$ cat src/rtl/fpu_pkg.sv
// Shared FPU definitions: op encoding, default mantissa width, result record.
package fpu_pkg;

  localparam logic FPU_OP_ADD = 1'b0;
  localparam logic FPU_OP_SUB = 1'b1;

  // Mantissa width including the hidden bit (single precision).
  localparam int unsigned SIZE_MAN_DEF = 24;

  typedef struct packed {
    logic [SIZE_MAN_DEF-1:0] man;
    logic                    overflow;
    logic                    neg;
    logic                    zero;
  } fpu_res_t;

endpackage

$ cat src/rtl/cla_nbit.sv
// Width-parametrised carry-lookahead adder: 4-bit lookahead groups with
// group generate/propagate feeding the inter-group carry chain.
module cla_nbit #(
  parameter int unsigned W = 24
) (
  input  logic [W-1:0] a,
  input  logic [W-1:0] b,
  input  logic         cin,
  output logic [W-1:0] sum,
  output logic         cout
);

  localparam int unsigned NB = (W + 3) / 4;

  logic [W-1:0]  g;
  logic [W-1:0]  p;
  logic [W-1:0]  c;
  logic [NB-1:0] gg;
  logic [NB-1:0] pp;
  logic [NB-1:0] cg;

  assign g = a & b;
  assign p = a ^ b;

  // Group generate/propagate over each 4-bit slice (last slice may be partial).
  always_comb begin
    gg = '0;
    pp = '1;
    for (int unsigned i = 0; i < W; i++) begin
      gg[i/4] = g[i] | (p[i] & gg[i/4]);
      pp[i/4] = pp[i/4] & p[i];
    end
  end

  // Carry into each group from the group lookahead terms.
  always_comb begin
    cg    = '0;
    cg[0] = cin;
    for (int unsigned k = 1; k < NB; k++) begin
      cg[k] = gg[k-1] | (pp[k-1] & cg[k-1]);
    end
  end

  // Per-bit carries inside each group, seeded by that group's carry-in.
  always_comb begin
    logic t;
    t = 1'b0;
    c = '0;
    for (int unsigned i = 0; i < W; i++) begin
      if (i % 4 == 0) t = cg[i/4];
      c[i] = t;
      t    = g[i] | (p[i] & t);
    end
  end

  assign sum  = p ^ c;
  assign cout = gg[NB-1] | (pp[NB-1] & cg[NB-1]);

endmodule

$ cat src/rtl/add_sub_man_alu_pipe.sv
// Pipelined mantissa add/sub ALU for the FPU add/sub path: signed sum or
// magnitude of difference with negative/overflow/zero flags, zero-operand
// bypass, valid/ready handshake and a pass-through tag.
module add_sub_man_alu_pipe
  import fpu_pkg::*;
#(
  parameter int unsigned SIZE_MAN  = SIZE_MAN_DEF,
  parameter int unsigned NUM_STAGE = 2,
  parameter int unsigned SIZE_TAG  = 4
) (
  input  logic                i_clk,
  input  logic                i_rst,
  input  logic                i_valid,
  output logic                o_ready,
  input  logic                i_fpu_op,
  input  logic                i_sign_a,
  input  logic                i_sign_b,
  input  logic                i_borrow,
  input  logic                i_E_zero_A,
  input  logic                i_E_zero_B,
  input  logic [SIZE_MAN-1:0] i_man_max,
  input  logic [SIZE_MAN-1:0] i_man_min,
  input  logic [SIZE_TAG-1:0] i_tag,
  output logic                o_valid,
  input  logic                i_ready,
  output logic [SIZE_MAN-1:0] o_man_alu,
  output logic                o_overflow,
  output logic                o_neg,
  output logic                o_zero,
  output logic [SIZE_TAG-1:0] o_tag
);

  // Front end: decode straight from the inputs.
  logic f_eff_sub, f_za, f_zb, f_cin;

  assign f_eff_sub = (i_fpu_op == FPU_OP_SUB) ^ i_sign_a ^ i_sign_b;
  assign f_za      = i_E_zero_A & ~|i_man_max[SIZE_MAN-2:0];
  assign f_zb      = i_E_zero_B & ~|i_man_min[SIZE_MAN-2:0];
  assign f_cin     = f_eff_sub & ~i_borrow;

  // Back end operands: either the stage-1 registers or the front end directly.
  logic                x_eff_sub, x_za, x_zb, x_cin;
  logic [SIZE_MAN-1:0] x_max, x_min;

  logic [SIZE_MAN-1:0] add_b, add_s, neg_mag;
  logic                add_c;

  assign add_b = x_eff_sub ? ~x_min : x_min;

  cla_nbit #(.W(SIZE_MAN)) u_cla (
    .a    (x_max),
    .b    (add_b),
    .cin  (x_cin),
    .sum  (add_s),
    .cout (add_c)
  );

  assign neg_mag = ~add_s + SIZE_MAN'(1);

  logic [SIZE_MAN-1:0] r_man;
  logic                r_ov, r_neg, r_zero;

  // Result select. On subtract the adder carry-out is the inverted sign of
  // the SIZE_MAN+1-bit difference, so no extra bit of adder is needed.
  always_comb begin
    r_man = add_s;
    r_ov  = 1'b0;
    r_neg = 1'b0;
    if (x_za) begin
      r_man = x_min;
    end else if (x_zb) begin
      r_man = x_max;
    end else if (x_eff_sub) begin
      r_neg = ~add_c;
      if (!add_c) r_man = neg_mag;
    end else begin
      r_ov = add_c;
    end
    r_zero = (r_man == '0);
  end

  if (NUM_STAGE == 2) begin : g_two
    logic                v1, s1_eff_sub, s1_za, s1_zb, s1_cin;
    logic [SIZE_MAN-1:0] s1_max, s1_min;
    logic [SIZE_TAG-1:0] s1_tag;
    logic                adv2;

    assign adv2    = ~o_valid | i_ready;
    assign o_ready = ~v1 | adv2;

    assign x_eff_sub = s1_eff_sub;
    assign x_za      = s1_za;
    assign x_zb      = s1_zb;
    assign x_cin     = s1_cin;
    assign x_max     = s1_max;
    assign x_min     = s1_min;

    // Stage 1: capture decoded operands whenever the stage can advance.
    always_ff @(posedge i_clk or posedge i_rst) begin
      if (i_rst) begin
        v1         <= 1'b0;
        s1_eff_sub <= 1'b0;
        s1_za      <= 1'b0;
        s1_zb      <= 1'b0;
        s1_cin     <= 1'b0;
        s1_max     <= '0;
        s1_min     <= '0;
        s1_tag     <= '0;
      end else if (o_ready) begin
        v1 <= i_valid;
        if (i_valid) begin
          s1_eff_sub <= f_eff_sub;
          s1_za      <= f_za;
          s1_zb      <= f_zb;
          s1_cin     <= f_cin;
          s1_max     <= i_man_max;
          s1_min     <= i_man_min;
          s1_tag     <= i_tag;
        end
      end
    end

    // Stage 2: register the arithmetic result; held while downstream stalls.
    always_ff @(posedge i_clk or posedge i_rst) begin
      if (i_rst) begin
        o_valid    <= 1'b0;
        o_man_alu  <= '0;
        o_overflow <= 1'b0;
        o_neg      <= 1'b0;
        o_zero     <= 1'b0;
        o_tag      <= '0;
      end else if (adv2) begin
        o_valid <= v1;
        if (v1) begin
          o_man_alu  <= r_man;
          o_overflow <= r_ov;
          o_neg      <= r_neg;
          o_zero     <= r_zero;
          o_tag      <= s1_tag;
        end
      end
    end
  end else if (NUM_STAGE == 1) begin : g_one
    assign o_ready = ~o_valid | i_ready;

    assign x_eff_sub = f_eff_sub;
    assign x_za      = f_za;
    assign x_zb      = f_zb;
    assign x_cin     = f_cin;
    assign x_max     = i_man_max;
    assign x_min     = i_man_min;

    // Single stage: whole computation lands in the output register.
    always_ff @(posedge i_clk or posedge i_rst) begin
      if (i_rst) begin
        o_valid    <= 1'b0;
        o_man_alu  <= '0;
        o_overflow <= 1'b0;
        o_neg      <= 1'b0;
        o_zero     <= 1'b0;
        o_tag      <= '0;
      end else if (o_ready) begin
        o_valid <= i_valid;
        if (i_valid) begin
          o_man_alu  <= r_man;
          o_overflow <= r_ov;
          o_neg      <= r_neg;
          o_zero     <= r_zero;
          o_tag      <= i_tag;
        end
      end
    end
  end else begin : g_bad
    $error("add_sub_man_alu_pipe: NUM_STAGE must be 1 or 2");
  end

endmodule

$ cat config.mk
export PLATFORM = sky130hd
export DESIGN_NAME = add_sub_man_alu_pipe
export DESIGN_NICKNAME = d
export VERILOG_FILES = /design/src/rtl/fpu_pkg.sv /design/src/rtl/cla_nbit.sv /design/src/rtl/add_sub_man_alu_pipe.sv
export SDC_FILE = /design/constraint.sdc
export NUM_CORES = 1
export LEC_CHECK = 0
export ABC_AREA = 1
export CAP_MARGIN = 15
export CORE_ASPECT_RATIO = 0.9
export CORE_MARGIN = 2
export CORE_UTILIZATION = 35
export CTS_CLUSTER_SIZE = 28
export DETAILED_ROUTE_END_ITERATION = 7
export GPL_TIMING_DRIVEN = 0
export PLACE_DENSITY = 0.64
export SYNTH_ARGS = -nofsm -noshare
export SYNTH_HDL_FRONTEND = slang
export SYNTH_SLANG_ARGS = --single-unit
$ cat constraint.sdc
create_clock -name i_clk -period 11.7 [get_ports i_clk]
set_input_delay 2.34 -clock i_clk [delete_from_list [all_inputs] [get_ports i_clk]]
set_output_delay 2.34 -clock i_clk [all_outputs]
set_load 0.03 [all_outputs]
After elaboration in Yosys (flattened, before gate mapping)
Index checks and enable logic that the tools add are counted.

Multiplexer cells: 11. Bitwise logic cells: 118. Reduce and logical (&&, ||, !) cells: 7. Add/subtract/negate cells: 1.

Operators with widths (count): 24-bit two-way mux (5); 1-bit AND (63); 24-bit NOT (2); 24-bit XOR (2); 23-bit OR reduction (2); 1-bit OR (44); 24-bit by 1-bit adder with 24-bit output, second input constant (1); 24-bit AND (1); 24-bit logical NOT (1); 1-bit two-way mux (6); 1-bit NOT (4); 2-bit AND reduction (2); 1-bit logical NOT (2); 1-bit XOR (2).

Output and inout port bits: 33. Input bits: 62. Word-level logic and storage cells: 151. Register bits: 89.

Depth between registers and ports, before layout
Word-level depth: 32. Gate-level depth with buffers: 34. Depth with buffers taken out: 33.

Hierarchy
Synthesis repeated with hierarchy kept, for this count alone.

Cells, all modules: 843. Area, all modules: 6115.9 µm².

By module, submodules not included: add_sub_man_alu_pipe (seq. area each 2227.1 µm², instances 1, area each 5111.2 µm², cells an instance 735); cla_nbit (seq. area each 0.0 µm², instances 1, area each 1004.7 µm², cells an instance 108).

Worst setup path before layout
No wires, ideal clock.

Path kind: in2out. Start point: in i_ready. End point: out o_ready. Stages: 2. Required time: 9.360 ns. Path slack: 6.698 ns. Data arrival time: 2.662 ns. Path through: inv_1 -> nand3_1.

Longest elaborated chain between the ends: 2.

Ends and longest elaborated chain: start: declaration (line add_sub_man_alu_pipe.sv:25) `input logic i_ready,`; 1-bit OR (line add_sub_man_alu_pipe.sv:88) `assign adv2 = ~o_valid | i_ready;`; 1-bit OR (line add_sub_man_alu_pipe.sv:89) `assign o_ready = ~v1 | adv2;`; end: declaration (line add_sub_man_alu_pipe.sv:14) `output logic o_ready,`.

No other way between the ends.

Worst setup path after layout
Same ends and word-level chain as after synthesis.

==> out/results.tsv <==
metric	value	unit
cts_hold_buf	0	
yosys-top-cells-count	nand2_1 (257), inv_1 (95), dfrtp_1 (89)	
power_density	232	mW/mm²
rsz0062_at_grt	false	
ios	95	
synth_top_area_cell	dfrtp_1	
tightestPinTransition	0.882	ns
final.min_clock_period	5.99	ns
ys_async_sr_fraction	1.00	
drive_gt1_frac	0.0406	
hold_viol_final	0	
antenna_found_initial	0	
dominantRegCellSynth	dfrtp_1	
grt_use_total	0.227	
place.gp.congestion	0.935	
dpl.cell_count	1131	
clock_latency	0.36	ns
finish.instance_area	0.00760	mm²
grtUsageMet3	0.0406	
status	finished, final reports clean	
start_util	0.359	
arrival	3.65	ns
synthTopCellsByArea	dfrtp_1 (37%), nand2_1 (16%), fa_1 (5.9%)	
core-area	0.0169	mm²
h-tree-depth	3	
hold_path_class	flip-flop to flip-flop	
synth.most_common_cell	nand2_1	
synth_nets	930	
timing.fmax	0.167	GHz
clockBufferDepth	2	
yosysWarnings	0	
grtUsageMet2	0.342	
fp.dieH	129	µm
dp_slack	5.71	ns
leakagePower	3.72	nW
grt_pass1_vias	5612	
start_kind	input port	
root_buffer	clkbuf_16	
instances_no_fill	1146	
ant_nets	0	
post_cts_resized	0	
synthToLayoutAreaGrowth	25.3	%
cts_sinks	89	
hpwl	15300	µm
drt_wl_total	19900	µm
yosysTopAreaCellShare	0.367	
die_w	143	µm
ys_types	30	
grt_busiest_layer	met2	
clk_pin_slew	0.07	ns
cts_made_buffers	9	
die-area	0.0184	mm²
placed_area	0.00730	mm²
min_from	g_two.s1_tag[0]$_DFFE_PP0P_	
postSynthAreaPerCell	7.35	µm²
fin_skew	0.00950	ns
r2r_start	g_two.s1_eff_sub$_DFFE_PP0P_	
cts_tree	yes	
grt_pass1_wl	31300	µm
yosysSeqAreaShare	0.367	
finalPower	1.76	mW
vdd_drop_max	0.0000923	V
antenna_cells	0	
nNetsFinal	1036	
drt-vias-per-instance	5.09	
synth_edf_count	0	
period_share	0.512	
remaining_drc_errors	0	
io_buffer_count	94	
syn_inst	825	
finalSetupViolCount	0	
worst_slack	5.71	ns
first_pass_iters	5	
fin_setup_tns	0	ns
crit_path_end_kind	output pin	
vias	5837	
grt-ovfl-total	0	
wl_per_cell	17.3	µm
path_class	input port to output pin	
rows	45	
ys_ff_latch	89	
grtUsageMet1	0.325	
drt_iter0_markers	542	
max_slew_margin	0.412	
grt_max_degree	61	
syn_area	0.00606	mm²
post_cts_buffers	0	
critPathRequiredTime	9.36	ns
cp_max_fo	3	
worstSetupStartpoint	i_ready	
finalMaxSlewViolations	0	
maxCapViolCount	0	
## layout by cell type (no fill, tap or decap)
master	count
nor4_1	5
bufinv_16	1
nand3_2	2
nand2_1	257
buf_16	1
nand3b_1	2
a22oi_1	1
a31oi_1	22
a32o_1	2
inv_4	1
a21oi_1	26
clkinv_4	1
dfrtp_1	89
nand4_1	28
buf_2	6
buf_1	7
inv_1	94
nor3_2	1
buf_6	3
o21ai_0	41
xnor2_1	10
inv_2	1
nor2_1	69
xor2_1	21
o22ai_1	2
nand3_1	55
clkbuf_1	22
inv_6	4
o21ai_1	1
ha_1	25
a211oi_1	2
clkdlybuf4s50_1	94
clkbuf_16	9
fa_1	18
nand2_2	8
o21a_1	2
nor3_1	2
## logic make-up (layout without fill, tap and decap cells)
| logic type | count (synthesis) | after routing | share of synthesized area |
|---|---|---|---|
| AOI/OAI and AO/OA | 99 | 99 | 0.0904 |
| xor gates and xnor gates | 31 | 31 | 0.0448 |
| adders and majority gates | 43 | 43 | 0.111 |
| buffers and inverters | 134 | 244 | 0.0879 |
| DFF | 89 | 89 | 0.367 |
| and+or+nand+nor | 429 | 429 | 0.299 |
## where the power goes
group          switching, mW  internal, mW  total [mW]  leakage, nW
clock network          0.136         0.168       0.304        0.147
registers             0.0656         0.385       0.451         1.07
logic                  0.622         0.386        1.01         2.51
total                  0.824         0.940        1.76         3.72
## cell type report
cell class | count | area [µm²]
clock buffer | 9 | 225
tap | 211 | 264
sequential | 89 | 2230
clock inverter | 6 | 73.8
inverter | 96 | 363
multi-input combinational | 602 | 3300
timing repair buffer | 95 | 968
fill | 1741 | 9290
buffer | 38 | 173
## state kept, by name (all words and copies together) (netlist names)
| register | count |
|---|---|
| o_man_alu | 24 |
| o_tag | 4 |
| o_zero | 1 |
| g_two.s1_cin | 1 |
| g_two.s1_za | 1 |
| g_two.s1_min | 24 |
| g_two.s1_tag | 4 |
| g_two.v1 | 1 |
| o_overflow | 1 |
| g_two.s1_zb | 1 |
| g_two.s1_max | 24 |
| g_two.s1_eff_sub | 1 |
| o_neg | 1 |
| o_valid | 1 |
## worst paths after layout
| kind | to | slack (ns) | cells past startpoint |
|---|---|---|---|
| worst max-delay path | o_ready | 5.71 | 4 |
| worst min-delay path | o_tag[0]$_DFFE_PP0P_ | 0.48 | 2 |
| worst max register to register | o_zero$_DFFE_PP0P_ | 6.05 | 28 |
| worst min register to register | o_tag[0]$_DFFE_PP0P_ | 0.48 | 2 |
| max in group asynchronous | o_man_alu[4]$_DFFE_PP0P_ | 8.72 | 3 |
| min in group asynchronous | o_man_alu[20]$_DFFE_PP0P_ | 2.32 | 2 |
## through the flow
stage / utilization / hold slack, ns
after floorplan: - / 0.442
after global placement: 0.430 / 0.454
after detailed placement: 0.432 / 0.466
after CTS: 0.450 / 0.483
after global routing: 0.450 / 0.508
final: 0.450 / 0.482
## metal layers
layer	vias up	wire, µm
met1	2706	9190
met4	0	539
met5	-	0
met3	33	1450
met2	230	8680
li1	2868	-
## worst max-delay path, cell delays in order
cell	delay (ns)
clkdlybuf4s50_1	0.45
inv_1	0.05
nand3_1	0.11
clkdlybuf4s50_1	0.69
No activity file was read; power rests on OpenSTA's default activity.
